**config.mk**
```make
export PLATFORM = sky130hd
export DESIGN_NAME = fetch_unit
export DESIGN_NICKNAME = d
export VERILOG_FILES = /design/src/rtl/fetch_unit.sv
export SDC_FILE = /design/constraint.sdc
export NUM_CORES = 1
export LEC_CHECK = 0
export CORE_MARGIN = 1
export CORE_UTILIZATION = 56
export CTS_BUF_LIST = sky130_fd_sc_hd__clkbuf_8 sky130_fd_sc_hd__clkbuf_16
export DETAILED_ROUTE_END_ITERATION = 10
export GPL_TIMING_DRIVEN = 1
export PLACE_DENSITY = 0.88
export SLEW_MARGIN = 20
export SYNTH_ARGS = -nofsm -noshare
export SYNTH_HDL_FRONTEND = slang
export SYNTH_SLANG_ARGS = --single-unit
```
**constraint.sdc**
```tcl
create_clock -name CLK -period 3.5 [get_ports CLK]
set_input_delay 1.05 -clock CLK [delete_from_list [all_inputs] [get_ports CLK]]
set_output_delay 1.05 -clock CLK [all_outputs]
set_load 0.005 [all_outputs]
```
**src/rtl/fetch_unit.sv**
```systemverilog
// Instruction-fetch stage: owns the fetch PC, issues word requests to imem and
// buffers in-order responses in a small queue that feeds decode via valid/ready.
module fetch_unit #(
  parameter int unsigned        BIN_DIG         = 32,
  parameter logic [BIN_DIG-1:0] RESET_PC        = '0,
  parameter int unsigned        DEPTH           = 4,
  parameter int unsigned        MAX_OUTSTANDING = 2
) (
  input  logic                       CLK,
  input  logic                       RST,
  output logic                       imem_req_valid,
  input  logic                       imem_req_ready,
  output logic [BIN_DIG-1:0]         imem_req_addr,
  input  logic                       imem_resp_valid,
  input  logic [BIN_DIG-1:0]         imem_resp_data,
  input  logic                       redirect_valid,
  input  logic [BIN_DIG-1:0]         redirect_pc,
  output logic                       dec_valid,
  input  logic                       dec_ready,
  output logic [BIN_DIG-1:0]         curr_pc_reg,
  output logic [BIN_DIG-1:0]         curr_inst,
  output logic [$clog2(DEPTH+1)-1:0] queue_count
);

  localparam int unsigned CW = $clog2(DEPTH + 1);
  localparam int unsigned PW = $clog2(DEPTH);
  localparam int unsigned TW = (MAX_OUTSTANDING > 1) ? $clog2(MAX_OUTSTANDING) : 1;
  localparam int unsigned OW = $clog2(MAX_OUTSTANDING + 1);
  localparam int unsigned SW = CW + 1;

  typedef enum logic [0:0] {StRun, StFlush} state_e;

  state_e               state_q;
  logic [BIN_DIG-1:0]   fetch_pc_q;
  logic [OW-1:0]        outstanding_q;
  logic [OW-1:0]        drop_cnt_q;
  logic [PW-1:0]        head_q;
  logic [PW-1:0]        tail_q;
  logic [CW-1:0]        count_q;
  logic [TW-1:0]        trk_rd_q;
  logic [TW-1:0]        trk_wr_q;

  logic [BIN_DIG-1:0]   q_pc_q   [DEPTH];
  logic [BIN_DIG-1:0]   q_inst_q [DEPTH];
  logic [BIN_DIG-1:0]   trk_pc_q [MAX_OUTSTANDING];

  logic [SW-1:0]        credit_sum;
  logic                 req_fire;
  logic                 resp_run;
  logic                 pop;
  logic [OW-1:0]        resp_left;

  function automatic logic [TW-1:0] trk_inc(input logic [TW-1:0] p);
    return (p == TW'(MAX_OUTSTANDING - 1)) ? '0 : p + TW'(1);
  endfunction

  // Credits cover both in-flight requests and occupied slots, so every
  // response is guaranteed a queue entry.
  always_comb begin
    credit_sum     = SW'(outstanding_q) + SW'(count_q);
    imem_req_valid = RST && (state_q == StRun) &&
                     (outstanding_q < OW'(MAX_OUTSTANDING)) &&
                     (credit_sum < SW'(DEPTH)) && !redirect_valid;
    imem_req_addr  = fetch_pc_q;
    req_fire       = imem_req_valid && imem_req_ready;
    resp_run       = imem_resp_valid && (state_q == StRun) && !redirect_valid;
    dec_valid      = (count_q != '0);
    pop            = dec_valid && dec_ready && !redirect_valid;
    curr_pc_reg    = dec_valid ? q_pc_q[head_q]   : '0;
    curr_inst      = dec_valid ? q_inst_q[head_q] : '0;
    queue_count    = count_q;
    resp_left      = outstanding_q - OW'(imem_resp_valid);
  end

  always_ff @(posedge CLK or negedge RST) begin
    if (!RST) begin
      state_q       <= StRun;
      fetch_pc_q    <= RESET_PC;
      outstanding_q <= '0;
      drop_cnt_q    <= '0;
      head_q        <= '0;
      tail_q        <= '0;
      count_q       <= '0;
      trk_rd_q      <= '0;
      trk_wr_q      <= '0;
    end else if (redirect_valid) begin
      // Redirect wins over any same-cycle response or pop.
      fetch_pc_q    <= {redirect_pc[BIN_DIG-1:2], 2'b00};
      head_q        <= '0;
      tail_q        <= '0;
      count_q       <= '0;
      trk_rd_q      <= '0;
      trk_wr_q      <= '0;
      outstanding_q <= resp_left;
      drop_cnt_q    <= resp_left;
      state_q       <= (resp_left != '0) ? StFlush : StRun;
    end else begin
      if (req_fire) begin
        fetch_pc_q <= fetch_pc_q + BIN_DIG'(4);
        trk_wr_q   <= trk_inc(trk_wr_q);
      end
      if (state_q == StFlush) begin
        if (imem_resp_valid) begin
          outstanding_q <= outstanding_q - OW'(1);
          drop_cnt_q    <= drop_cnt_q - OW'(1);
          if (drop_cnt_q == OW'(1)) state_q <= StRun;
        end
      end else begin
        outstanding_q <= outstanding_q + OW'(req_fire) - OW'(imem_resp_valid);
        if (resp_run) begin
          tail_q   <= tail_q + PW'(1);
          trk_rd_q <= trk_inc(trk_rd_q);
        end
        if (pop) head_q <= head_q + PW'(1);
        count_q <= count_q + CW'(resp_run) - CW'(pop);
      end
    end
  end

  always_ff @(posedge CLK) begin
    if (req_fire) trk_pc_q[trk_wr_q] <= fetch_pc_q;
    if (resp_run) begin
      q_pc_q[tail_q]   <= trk_pc_q[trk_rd_q];
      q_inst_q[tail_q] <= imem_resp_data;
    end
  end

`ifndef SYNTHESIS
  always @(posedge CLK) begin
    if (RST) begin
      assert (!(resp_run && !pop && (count_q == CW'(DEPTH))))
        else $error("fetch_unit: instruction queue overflow");
      assert (!(imem_resp_valid && (outstanding_q == '0)))
        else $error("fetch_unit: response with no outstanding request");
    end
  end
`endif

endmodule

```
Word level (Yosys, flattened, before mapping)
Memory sizes are Yosys's and may differ from the RTL's.
Index checks and enable logic that the tools add are counted.
{"block": "op_classes", "bitwise": 1, "n_addsub": 13, "div_mod_pow": 0, "reduce_logical": 20, "shift": 0, "magnitude_cmp": 2, "n_mul": 0, "mux": 34, "n_eq_ne": 3}
{"operator": "$mux W32", "n": 4}
{"operator": "$add A32 B3 Y32 const B", "n": 1}
{"operator": "$mux W2", "n": 12}
{"operator": "$mux W1", "n": 16}
{"operator": "$reduce_bool A2 Y1", "n": 6}
{"operator": "$logic_and A1 B1 Y1", "n": 9}
{"operator": "$mux W3", "n": 2}
{"operator": "$reduce_and A2 Y1", "n": 3}
{"operator": "$add A2 B1 Y2 const B", "n": 2}
{"operator": "$add A2 B3 Y4", "n": 1}
{"operator": "$lt A4 B3 Y1 const B", "n": 1}
{"operator": "$sub A2 B1 Y2", "n": 2}
{"operator": "$sub A2 B1 Y2 const B", "n": 2}
{"operator": "$add A3 B1 Y3", "n": 1}
{"operator": "$ne A3 B3 Y1 const B", "n": 1}
{"operator": "$reduce_bool A3 Y1", "n": 1}
{"operator": "$sub A3 B1 Y3", "n": 1}
{"operator": "$add A1 B1 Y1 const B", "n": 2}
{"operator": "$add A2 B1 Y2", "n": 1}
{"operator": "$eq A2 B1 Y1 const B", "n": 1}
{"operator": "$lt A2 B2 Y1 const B", "n": 1}
{"operator": "$ne A2 B2 Y1 const B", "n": 1}
{"operator": "$logic_not A1 Y1", "n": 1}
{"operator": "$not A1 Y1", "n": 1}
{"block": "totals", "latch_bits": 0, "mem_bits_ro": 0, "mem_bits_rw": 320, "register_bits": 46, "word_cells": 85, "memories": 3}
{"memory": "q_inst_q", "words": 4, "word_bits": 32, "read_ports": 1, "rd_ports_with_merged_regs": 0, "wr": 1, "line": "44", "rtl": "logic [BIN_DIG-1:0] q_inst_q [DEPTH];"}
{"memory": "q_pc_q", "words": 4, "word_bits": 32, "read_ports": 1, "rd_ports_with_merged_regs": 0, "wr": 1, "line": "43", "rtl": "logic [BIN_DIG-1:0] q_pc_q [DEPTH];"}
{"memory": "trk_pc_q", "words": 2, "word_bits": 32, "read_ports": 1, "rd_ports_with_merged_regs": 0, "wr": 1, "line": "45", "rtl": "logic [BIN_DIG-1:0] trk_pc_q [MAX_OUTSTANDING];"}

Longest topological paths before layout
Gate-level depths: netlist of run 1.
{"block": "logic_depth", "depth_word": 10, "depth_mapped": 14, "ltp_nobuf": 12}

Worst setup path after synthesis of run 1
Ideal clock, no wire load.
{"block": "synth_timing", "path_type": "input-to-reg", "startpoint": "input redirect_valid", "endpoint": "memory trk_pc_q[0][10], enable pin", "setup_slack_ps": -163, "t_arrival_ps": 3245, "setup_ps": 419, "cell_stages": 6, "path_buffers": 2, "required_time_ps": 3081, "cell_sequence": "nor4_1 and4_1 buf_6 inv_2 clkbuf_1 nor2_1"}
{"block": "synth_between", "elab_chain_cells": 5}
{"element": "from (decl)", "line": "16", "rtl": "input logic redirect_valid,"}
{"element": "$logic_not A1 Y1", "line": "63", "rtl": "(credit_sum < SW'(DEPTH)) && !redirect_valid;"}
{"element": "$logic_and A1 B1 Y1", "line": "63"}
{"element": "$logic_and A1 B1 Y1", "line": "65", "rtl": "req_fire = imem_req_valid && imem_req_ready;"}
{"element": "$mux W1", "line": "121", "rtl": "if (req_fire) trk_pc_q[trk_wr_q] <= fetch_pc_q;"}
{"element": "$mux W1 (not written as such)", "line": "121"}
{"element": "to (decl)", "line": "45"}
No other way between the ends.

Final worst setup path of run 1
{"block": "layout_timing", "startpoint": "register head_q[0]", "endpoint": "output curr_inst[2]"}
{"block": "layout_between", "elab_chain_cells": 2}
{"element": "from (decl)", "line": "37", "rtl": "logic [PW-1:0] head_q;"}
{"element": "from (signal assigned)", "line": "114", "rtl": "if (pop) head_q <= head_q + PW'(1);"}
{"element": "$mem_v2 Z4 W32"}
{"element": "$mux W32", "line": "70", "rtl": "curr_inst = dec_valid ? q_inst_q[head_q] : '0;"}
{"element": "to (decl)", "line": "21", "rtl": "output logic [BIN_DIG-1:0] curr_inst,"}
No other way between the ends.

==> results of run 1 <==
## layout make-up
type / count / area (um2)
Fill cell: 1452 / 7020
Clock inverter: 25 / 205
Tap cell: 324 / 405
Multi-Input combinational cell: 385 / 3640
Timing Repair Buffer: 189 / 2000
Clock buffer: 37 / 926
Sequential cell: 352 / 10400
Inverter: 14 / 52.6
## critical path: cells and delay by family (launching register included)
kind / cells / cell delay, ps
muxes: 1 / 550
buffers and inverters: 2 / 700
DFF: 1 / 470
and+or+nand+nor: 1 / 160
## layout by cell type (no fill, tap or decap), types with 23 or more instances in the layout
master,netlist,routed
clkbuf_16,0,37
clkdlybuf4s50_1,0,113
dfrtp_1,44,42
dlygate4sd2_1,0,28
edfxtp_1,308,308
inv_1,13,25
mux2_2,31,31
mux4_2,62,62
nand2_1,36,36
nor2_1,25,24
nor2b_1,68,68
o21ai_0,23,23
## worst max path at each step
| stage | end | slack (ps) | depth (start not counted) |
|---|---|---|---|
| 3_3_place_gp | queue_count[2]$_DFFE_PN0P_ | 60 | 12 |
| 4_1_cts | curr_inst[30] | -4 | 4 |
| 5_1_grt | curr_inst[2] | -40 | 4 |
| 3_5_place_dp | queue_count[2]$_DFFE_PN0P_ | 20 | 12 |
| 2_1_floorplan | queue_count[2]$_DFFE_PN0P_ | 40 | 12 |
| 6_report | curr_inst[2] | 40 | 4 |
## state kept, by name (all words and copies together) (netlist names), 3 cells and up
| name | flops |
|---|---|
| imem_req_addr | 30 |
| q_pc_q | 120 |
| trk_pc_q | 60 |
| q_inst_q | 128 |
| queue_count | 3 |
## metal layers
layer / up-vias / GRT usage, % / wire [um]
met5: - / 0 / 0
met1: 4012 / 30.6 / 11600
met3: 34 / 4.44 / 2050
li1: 3453 / - / -
met4: 0 / 6.09 / 455
met2: 351 / 39.5 / 15000
## logic make-up (layout without fill, tap and decap cells)
kind of cell | Yosys count | in the layout | share of synthesized area (%)
AOI/OAI and AO/OA | 64 | 64 | 2.92
xor gates and xnor gates | 18 | 18 | 1.11
adders and majority gates | 13 | 13 | 1.20
buffers and inverters | 56 | 265 | 1.75
DFF | 352 | 352 | 72.8
muxes | 95 | 95 | 12.4
other | 1 | 4 | 0.0264
and+or+nand+nor | 191 | 191 | 7.72
## what timing repair did
item / 4_1_cts / 5_1_grt
setup buffers: 0 / 0
gates resized for setup: 29 / 22
pin swaps: 0 / 0
setup endpoints to repair: 33 / 24
hold endpoints to repair: 0 / 0
hold buffers: 0 / 0
## power by group
part	switching [mW]	total [mW]	internal, mW
Combinational	0.463	0.971	0.509
Clock	1.46	3.65	2.20
Sequential	0.177	4.98	4.80
Total	2.10	9.60	7.51
==> results.cfg, run 1 <==
[outcome]
status = finished, final reports clean

[placed_design]
place_inst = 1264
io_buffers = 164
place_area_um2 = 16400
hpwl_mm = 17.9
place_congestion = 0.817
place_worst_setup_slack_ps = 22.8

[timing]
fin_crit_ps = 3460
maxSlewViolCount = 0
finalSetupTns_ps = 0
fin_skew_ps = 13.3
setup-violations-final = 0
worst_pin_slew_ps = 991
worst_slack_ps = 39.7
finalHoldWorstSlack_ps = 531
rsz0062_at_grt = yes
fin_crit_sh_pct = 98.9
final_hold_viol_count = 0
fmax_mhz = 289
relSlewSlack_pct = 33.7

[logic_synthesis]
yosys.area.top_type = edfxtp_1
syn_area_per_cell_um2 = 18.0
synth_edf_count = 308
ys_types = 53
synthTopCellsByCount = edfxtp_1 (308), nor2b_1 (68), mux4_2 (62)
ys.flop_type = edfxtp_1
post-synth-top-count-cell = edfxtp_1
yosysWarnings = 0
synth_area_um2 = 14200
ys_top_cells_by_area = edfxtp_1 (65%), mux4_2 (9.8%), dfrtp_1 (7.7%)
synth_top_cell_area_share_pct = 65.1
synthArstFlopShare_pct = 12.5
ys_ff_latch = 352
postSynthCellCount = 790
seq_area_frac_synth_pct = 72.8

[power]
ir_drop_mv = 0.328
leakagePower_nw = 6.37
powerDensity_nw_per_um2 = 546
power_mw = 9.60

[setup_path]
worstPathArrival_ps = 2410
critPathCaptureType = output pin
max_stage_delay_ps = 550
cp.required_ps = 2450
r2r_end = imem_req_addr[29]$_DFFE_PN0P_
crit_path_start = head_q[0]$_DFFE_PN0P_
critPathMaxFanout = 28
worst_r2r_path_depth = 7
crit_slowest_cell = mux4_2
startpoint_type = flop
worst-setup-path-type = flop to output pin
reg2reg_from = queue_count[1]$_DFFE_PN0P_
rrSetupSlack_ps = 860
path_cells = buf_16, mux4_2, nor2b_1, clkdlybuf4s50_1

[global_routing]
antenna_found_initial = 0
grt_pass1_wl_mm = 45.1
grt_max_degree = 64
grt_pass1_vias = 8066
gr-usage-all-layers_pct = 23.1
gr-total-overflow = 0

[floorplanning]
start_util_pct = 57.7
rows = 57
die_area_um2 = 26000
fp.dieH_um = 161
io_pins = 171
fp.dieW_um = 161
coreArea_um2 = 24600

[route]
via_per_inst = 5.92
drt_pass1_iterations = 5
via_count = 7850
routed_wl_mm = 29.1
ant_nets = 0
drt_iter0_drc = 631
drc = 0
wire_per_inst_um = 22.0

[cts]
cts.clk_slew.worst_paths_ps = 60
cts_tree = done
cts_inserted_buffers = 35
clock_sink_count = 352
clkLatencyLatePin_ps = 510
clock_path_buffers = 3
h-tree-depth = 2
root_buffer = clkbuf_16

[cells_and_area]
final_util_pct = 71.5
nNetsFinal = 1060
fin_area_um2 = 17600
final_cell_count_no_fill = 1326
diodes = 0
area_growth_pct = 23.8
drive_gt1_share_pct = 18.3

[worst_hold_path]
min-delay-start = trk_wr_q$_DFFE_PN0P_
worstHoldEndpoint = trk_wr_q$_DFFE_PN0P_
whs_path_depth = 1
worstHoldPathType = flop to flop

[run]
max_cap_violations = 0
Note: power is estimated with default switching activity, not from simulation.
==> inputs of run 2 (changes only) <==
CORE_MARGIN = 3   (was 1)
SETUP_SLACK_MARGIN = 0.3   (was not set)
==> results.cfg, run 2 (synthesis results as in run 1) <==
[cells_and_area]
nNetsFinal = 1095
final_cell_count_no_fill = 1364
regMostFlops = q_inst_q
final_util_pct = 72.7
area_growth_pct = 26.0
diodes = 0
final_cell_mix = edfxtp_1 (308), clkdlybuf4s50_1 (99), mux4_2 (62)
top_regs = q_inst_q x128, q_pc_q x120, trk_pc_q x60
final_common_cell = edfxtp_1
fillers = 1420
drive_gt1_share_pct = 28.3
largest_register_ffs = 128

[cts]
hold_buffers = 0
h-tree-depth = 2
root_buffer = clkbuf_16
cts.clk_slew.worst_paths_ps = 70
cts_inserted_buffers = 36
cts_tree = done
clock_sink_count = 352
clkLatencyLatePin_ps = 520
clock_path_buffers = 3

[placed_design]
place_inst = 1264
hpwl_mm = 18.4
place_congestion = 0.851
io_buffers = 164
place_worst_setup_slack_ps = -34.6

[setup_path]
rrSetupSlack_ps = 710
reg2reg_from = queue_count[1]$_DFFE_PN0P_
startpoint_type = flop
critPathMaxFanout = 6
worst_r2r_path_depth = 11
r2r_end = queue_count[2]$_DFFE_PN0P_
worst-setup-path-type = flop to output pin
cp.required_ps = 2450
worstPathArrival_ps = 2260
max_stage_delay_ps = 510
critPathCaptureType = output pin
path_cells = buf_12, buf_6, buf_12, buf_6, mux4_2, nor2b_1, buf_2
crit_slowest_cell = dfrtp_4

[floorplanning]
fp.dieH_um = 165
start_util_pct = 57.7
die_area_um2 = 27300
rows = 57
coreArea_um2 = 24600
io_pins = 171
fp.dieW_um = 165

[worst_hold_path]
worstHoldEndpoint = trk_pc_q[1][19]$_DFFE_PP_
worstHoldPathType = flop to flop
whs_path_depth = 0
min-delay-start = imem_req_addr[19]$_DFFE_PN0P_

[timing]
fmax_mhz = 302
fin_skew_ps = 18.2
worst_slack_ps = 187
relSlewSlack_pct = 26.0
fin_crit_ps = 3310
rsz0062_at_grt = yes
final_hold_viol_count = 0
maxSlewViolCount = 0
setup-violations-final = 0
fin_crit_sh_pct = 94.7
worst_pin_slew_ps = 1110

[global_routing]
gr-total-overflow = 0
gr-usage-all-layers_pct = 24.2
antenna_found_initial = 0
grt_max_degree = 63
grt_pass1_wl_mm = 49.4
grt_pass1_vias = 8451

[route]
ant_nets = 0
via_count = 8204
wire_per_inst_um = 23.7
drt_pass1_iterations = 6
via_per_inst = 6.01
routed_wl_mm = 32.3
drt_iter0_drc = 851
drc = 0

[power]
leakagePower_nw = 6.22
powerDensity_nw_per_um2 = 536
ir_drop_mv = 0.410

[outcome]
status = finished, final reports clean

[run]
max_cap_violations = 0
==> run 2: layer usage <==
metal	vias to the layer above	track usage, %	share of wire [%]
li1	3528	-	-
met1	4148	32.6	38
met2	447	40.9	51
met3	81	4.04	7.7
met4	0	7.78	3.1
met5	-	0	0
==> run 2: final cells by class <==
cell class	instances	area [um2]	share of cell area, %
Inverter	14	52.6	0.294
Clock inverter	29	171	0.958
Timing Repair Buffer	223	2260	12.6
Tap cell	324	405	2.26
Multi-Input combinational cell	385	3730	20.8
Clock buffer	37	926	5.17
Sequential cell	352	10400	57.9
==> run 2: how the worst max path moves through the flow <==
| stage | start | to | slack [ps] | depth (start not counted) |
|---|---|---|---|---|
| 6_report | head_q[0]$_DFFE_PN0P_ | curr_pc_reg[4] | 190 | 7 |
| 5_1_grt | head_q[0]$_DFFE_PN0P_ | curr_inst[14] | 140 | 7 |
| 4_1_cts | head_q[0]$_DFFE_PN0P_ | curr_pc_reg[21] | 140 | 6 |
| 3_5_place_dp | imem_resp_valid | queue_count[2]$_DFFE_PN0P_ | -30 | 12 |
| 3_3_place_gp | imem_resp_valid | queue_count[2]$_DFFE_PN0P_ | 5 | 12 |
| 2_1_floorplan | redirect_valid | trk_pc_q[0][10]$_DFFE_PP_ | 340 | 6 |
==> run 2: what timing repair did <==
action / in CTS / in global routing
setup endpoints to repair: 64 / 59
setup buffers: 22 / 6
endpoints found under the hold margin: 0 / 0
resized for setup: 191 / 71
gates cloned: 5 / 1
pin swaps: 3 / 0
==> run 2: through the flow <==
stage / cell area (um2) / hold slack, ps / TNS (ps) / power, mW
floorplan: 14200 / 481 / 0 / 5.53
global placement: 16500 / 520 / 0 / 6.01
detailed placement: 16500 / 545 / -34.6 / 6.06
CTS: 17900 / 562 / 0 / 9.60
global route: 17900 / 590 / 0 / 9.91
finish: 17900 / 561 / 0 / 9.59
==> run 2: power breakdown <==
group / leakage (nW) / switching (mW) / internal, mW / total (mW)
Sequential: 3.32 / 0.190 / 4.80 / 4.99
Clock: 0.569 / 1.54 / 2.00 / 3.55
Combinational: 2.34 / 0.504 / 0.543 / 1.05
==> run 2: critical path, delay by kind of cell, from the launching register on <==
| family | cells | cell delay (ps) |
|---|---|---|
| and+or+nand+nor | 1 | 160 |
| DFF | 1 | 510 |
| buffers and inverters | 5 | 650 |
| muxes | 1 | 420 |
==> inputs of run 3 (changes only) <==
==> constraint.sdc (replaced) <==
create_clock -name CLK -period 3.5 [get_ports CLK]
set_input_delay 1.05 -clock CLK [delete_from_list [all_inputs] [get_ports CLK]]
set_output_delay 1.05 -clock CLK [all_outputs]
set_load 0.02 [all_outputs]
==> results.cfg, run 3 (synthesis results as in run 1) <==
[outcome]
status = finished, final reports clean

[setup_path]
worst_r2r_path_depth = 7
critPathMaxFanout = 13
reg2reg_from = queue_count[1]$_DFFE_PN0P_
crit_end = curr_inst[28]
r2r_end = imem_req_addr[25]$_DFFE_PN0P_
rrSetupSlack_ps = 900
startpoint_type = flop
crit_path_start = head_q[0]$_DFFE_PN0P_
critPathCaptureType = output pin
cp.required_ps = 2450
worst-setup-path-type = flop to output pin
worstPathArrival_ps = 2190

[global_routing]
grt_pass1_wl_mm = 47.7
grt_use_met2_pct = 40.3
busiest_layer = met2
use_met3_pct = 4.02
grt_use_met1_pct = 30.1
antenna_found_initial = 0
gr-usage-all-layers_pct = 23.3
grt_pass1_vias = 8330
grt_max_degree = 58
gr-total-overflow = 0

[cells_and_area]
fillers = 1456
multi_input_area_um2 = 3680
area_growth_pct = 25.1
drive_gt1_share_pct = 27.1
nNetsFinal = 1091
diodes = 0
top_regs = q_inst_q x128, q_pc_q x120, trk_pc_q x60
final_util_pct = 72.3
final_cell_mix = edfxtp_1 (308), clkdlybuf4s50_1 (99), nor2b_1 (63)
regMostFlops = q_inst_q
final_common_cell = edfxtp_1
final_cell_count_no_fill = 1357
regArea_um2 = 10400
largest_register_ffs = 128

[placed_design]
hpwl_mm = 18.7
place_inst = 1273
place_congestion = 0.838
io_buffers = 164
place_worst_setup_slack_ps = -60.0

[route]
drt_pass1_iterations = 5
routed_wl_mm = 32.1
drt_iter0_drc = 742
ant_nets = 0
via_per_inst = 5.96
drc = 0
via_count = 8082
wire_per_inst_um = 23.7

[timing]
worst_pin_slew_ps = 972
final_hold_viol_count = 0
rsz0062_at_grt = yes
fin_skew_ps = 11.7
fin_crit_ps = 3240
worst_slack_ps = 262
fmax_mhz = 309
setup-violations-final = 0
maxSlewViolCount = 0
fin_crit_sh_pct = 92.5
relSlewSlack_pct = 35.0

[power]
power_frac_seq_pct = 51.2
leakagePower_nw = 6.22
p_clk_share_pct = 36.9
switching_share_pct = 23.5
ir_drop_mv = 0.300
internal_power_mw = 7.46
powerDensity_nw_per_um2 = 548
combPwrFrac_pct = 11.9
power_mw = 9.75
power.switching_mw = 2.29

[floorplanning]
fp.dieH_um = 165
start_util_pct = 57.7
rows = 57
coreArea_um2 = 24600
fp.dieW_um = 165
io_pins = 171
die_area_um2 = 27300

[cts]
cts_tree = done
cts.clk_slew.worst_paths_ps = 60
root_buffer = clkbuf_16
clkLatencyLatePin_ps = 500
clock_path_buffers = 3
h-tree-depth = 2
clock_sink_count = 352
cts_inserted_buffers = 36

[run]
max_cap_violations = 0

[worst_hold_path]
worstHoldPathType = flop to flop
==> run 3: cell count changes in the layout (fill, tap and decap cells not counted), moves of 7 or more <==
cell,before,now
buf_6,12,5
dlygate4sd2_1,1,8
nor2b_1,56,63
clkbuf_2,29,1
buf_4,19,30
buf_2,26,49
==> run 3: cell type report <==
type	count	share of cell area (%)
timing repair buffer	219	12.1
inverter	14	0.296
sequential	352	58.3
clock inverter	21	0.683
multi-input combinational	385	20.7
clock buffer	42	5.66
tap	324	2.28
==> run 3: critical path: stages, from the launching register on <==
cell	delay, ps
dfrtp_4	530
buf_6	140
buf_12	140
buf_12	130
mux4_2	420
nor2b_1	170
buf_4	160
==> run 3: how the worst min path moves through the flow <==
stage | startpoint | end | slack, ps | cells after the start
after floorplan | trk_wr_q$_DFFE_PN0P_ | trk_wr_q$_DFFE_PN0P_ | 480 | 1
after global placement | imem_req_addr[19]$_DFFE_PN0P_ | trk_pc_q[0][19]$_DFFE_PP_ | 530 | 0
after detailed placement | imem_req_addr[19]$_DFFE_PN0P_ | trk_pc_q[1][19]$_DFFE_PP_ | 540 | 0
after CTS | imem_req_addr[19]$_DFFE_PN0P_ | trk_pc_q[0][19]$_DFFE_PP_ | 560 | 0
after global routing | imem_req_addr[19]$_DFFE_PN0P_ | trk_pc_q[0][19]$_DFFE_PP_ | 580 | 0
final | trk_wr_q$_DFFE_PN0P_ | trk_wr_q$_DFFE_PN0P_ | 550 | 1
==> run 3: layer usage <==
layer	vias to the layer above	wire length, um
met5	-	0
met4	0	1020
met3	74	2420
met2	414	16500
met1	4063	12200
li1	3531	-
==> run 3: power groups by stage <==
stage / clock [mW] / combinational [mW] / sequential, mW
after floorplan: 0 / 0.609 / 5.03
after global placement: 0 / 1.07 / 5.05
after detailed placement: 0 / 1.11 / 5.06
after CTS: 3.64 / 1.12 / 4.98
after global routing: 3.82 / 1.24 / 5.01
final: 3.60 / 1.16 / 4.99
==> run 3: stage by stage <==
step                      cell area (um2)  hold WS (ps)  TNS [ps]
after CTS                           17600           558         0
final                               17800           555         0
after global placement              16500           529     -12.2
after floorplan                     14200           484         0
after global routing                17800           582         0
after detailed placement            16500           540     -60.0
==> run 3: repair_timing <==
action	4_1_cts	5_1_grt
endpoints found under the setup margin	64	33
buffers inserted	9	7
pin swaps	1	1
resized for setup	235	20
gates cloned	2	3
hold endpoints to repair	0	0
hold buffers	0	0
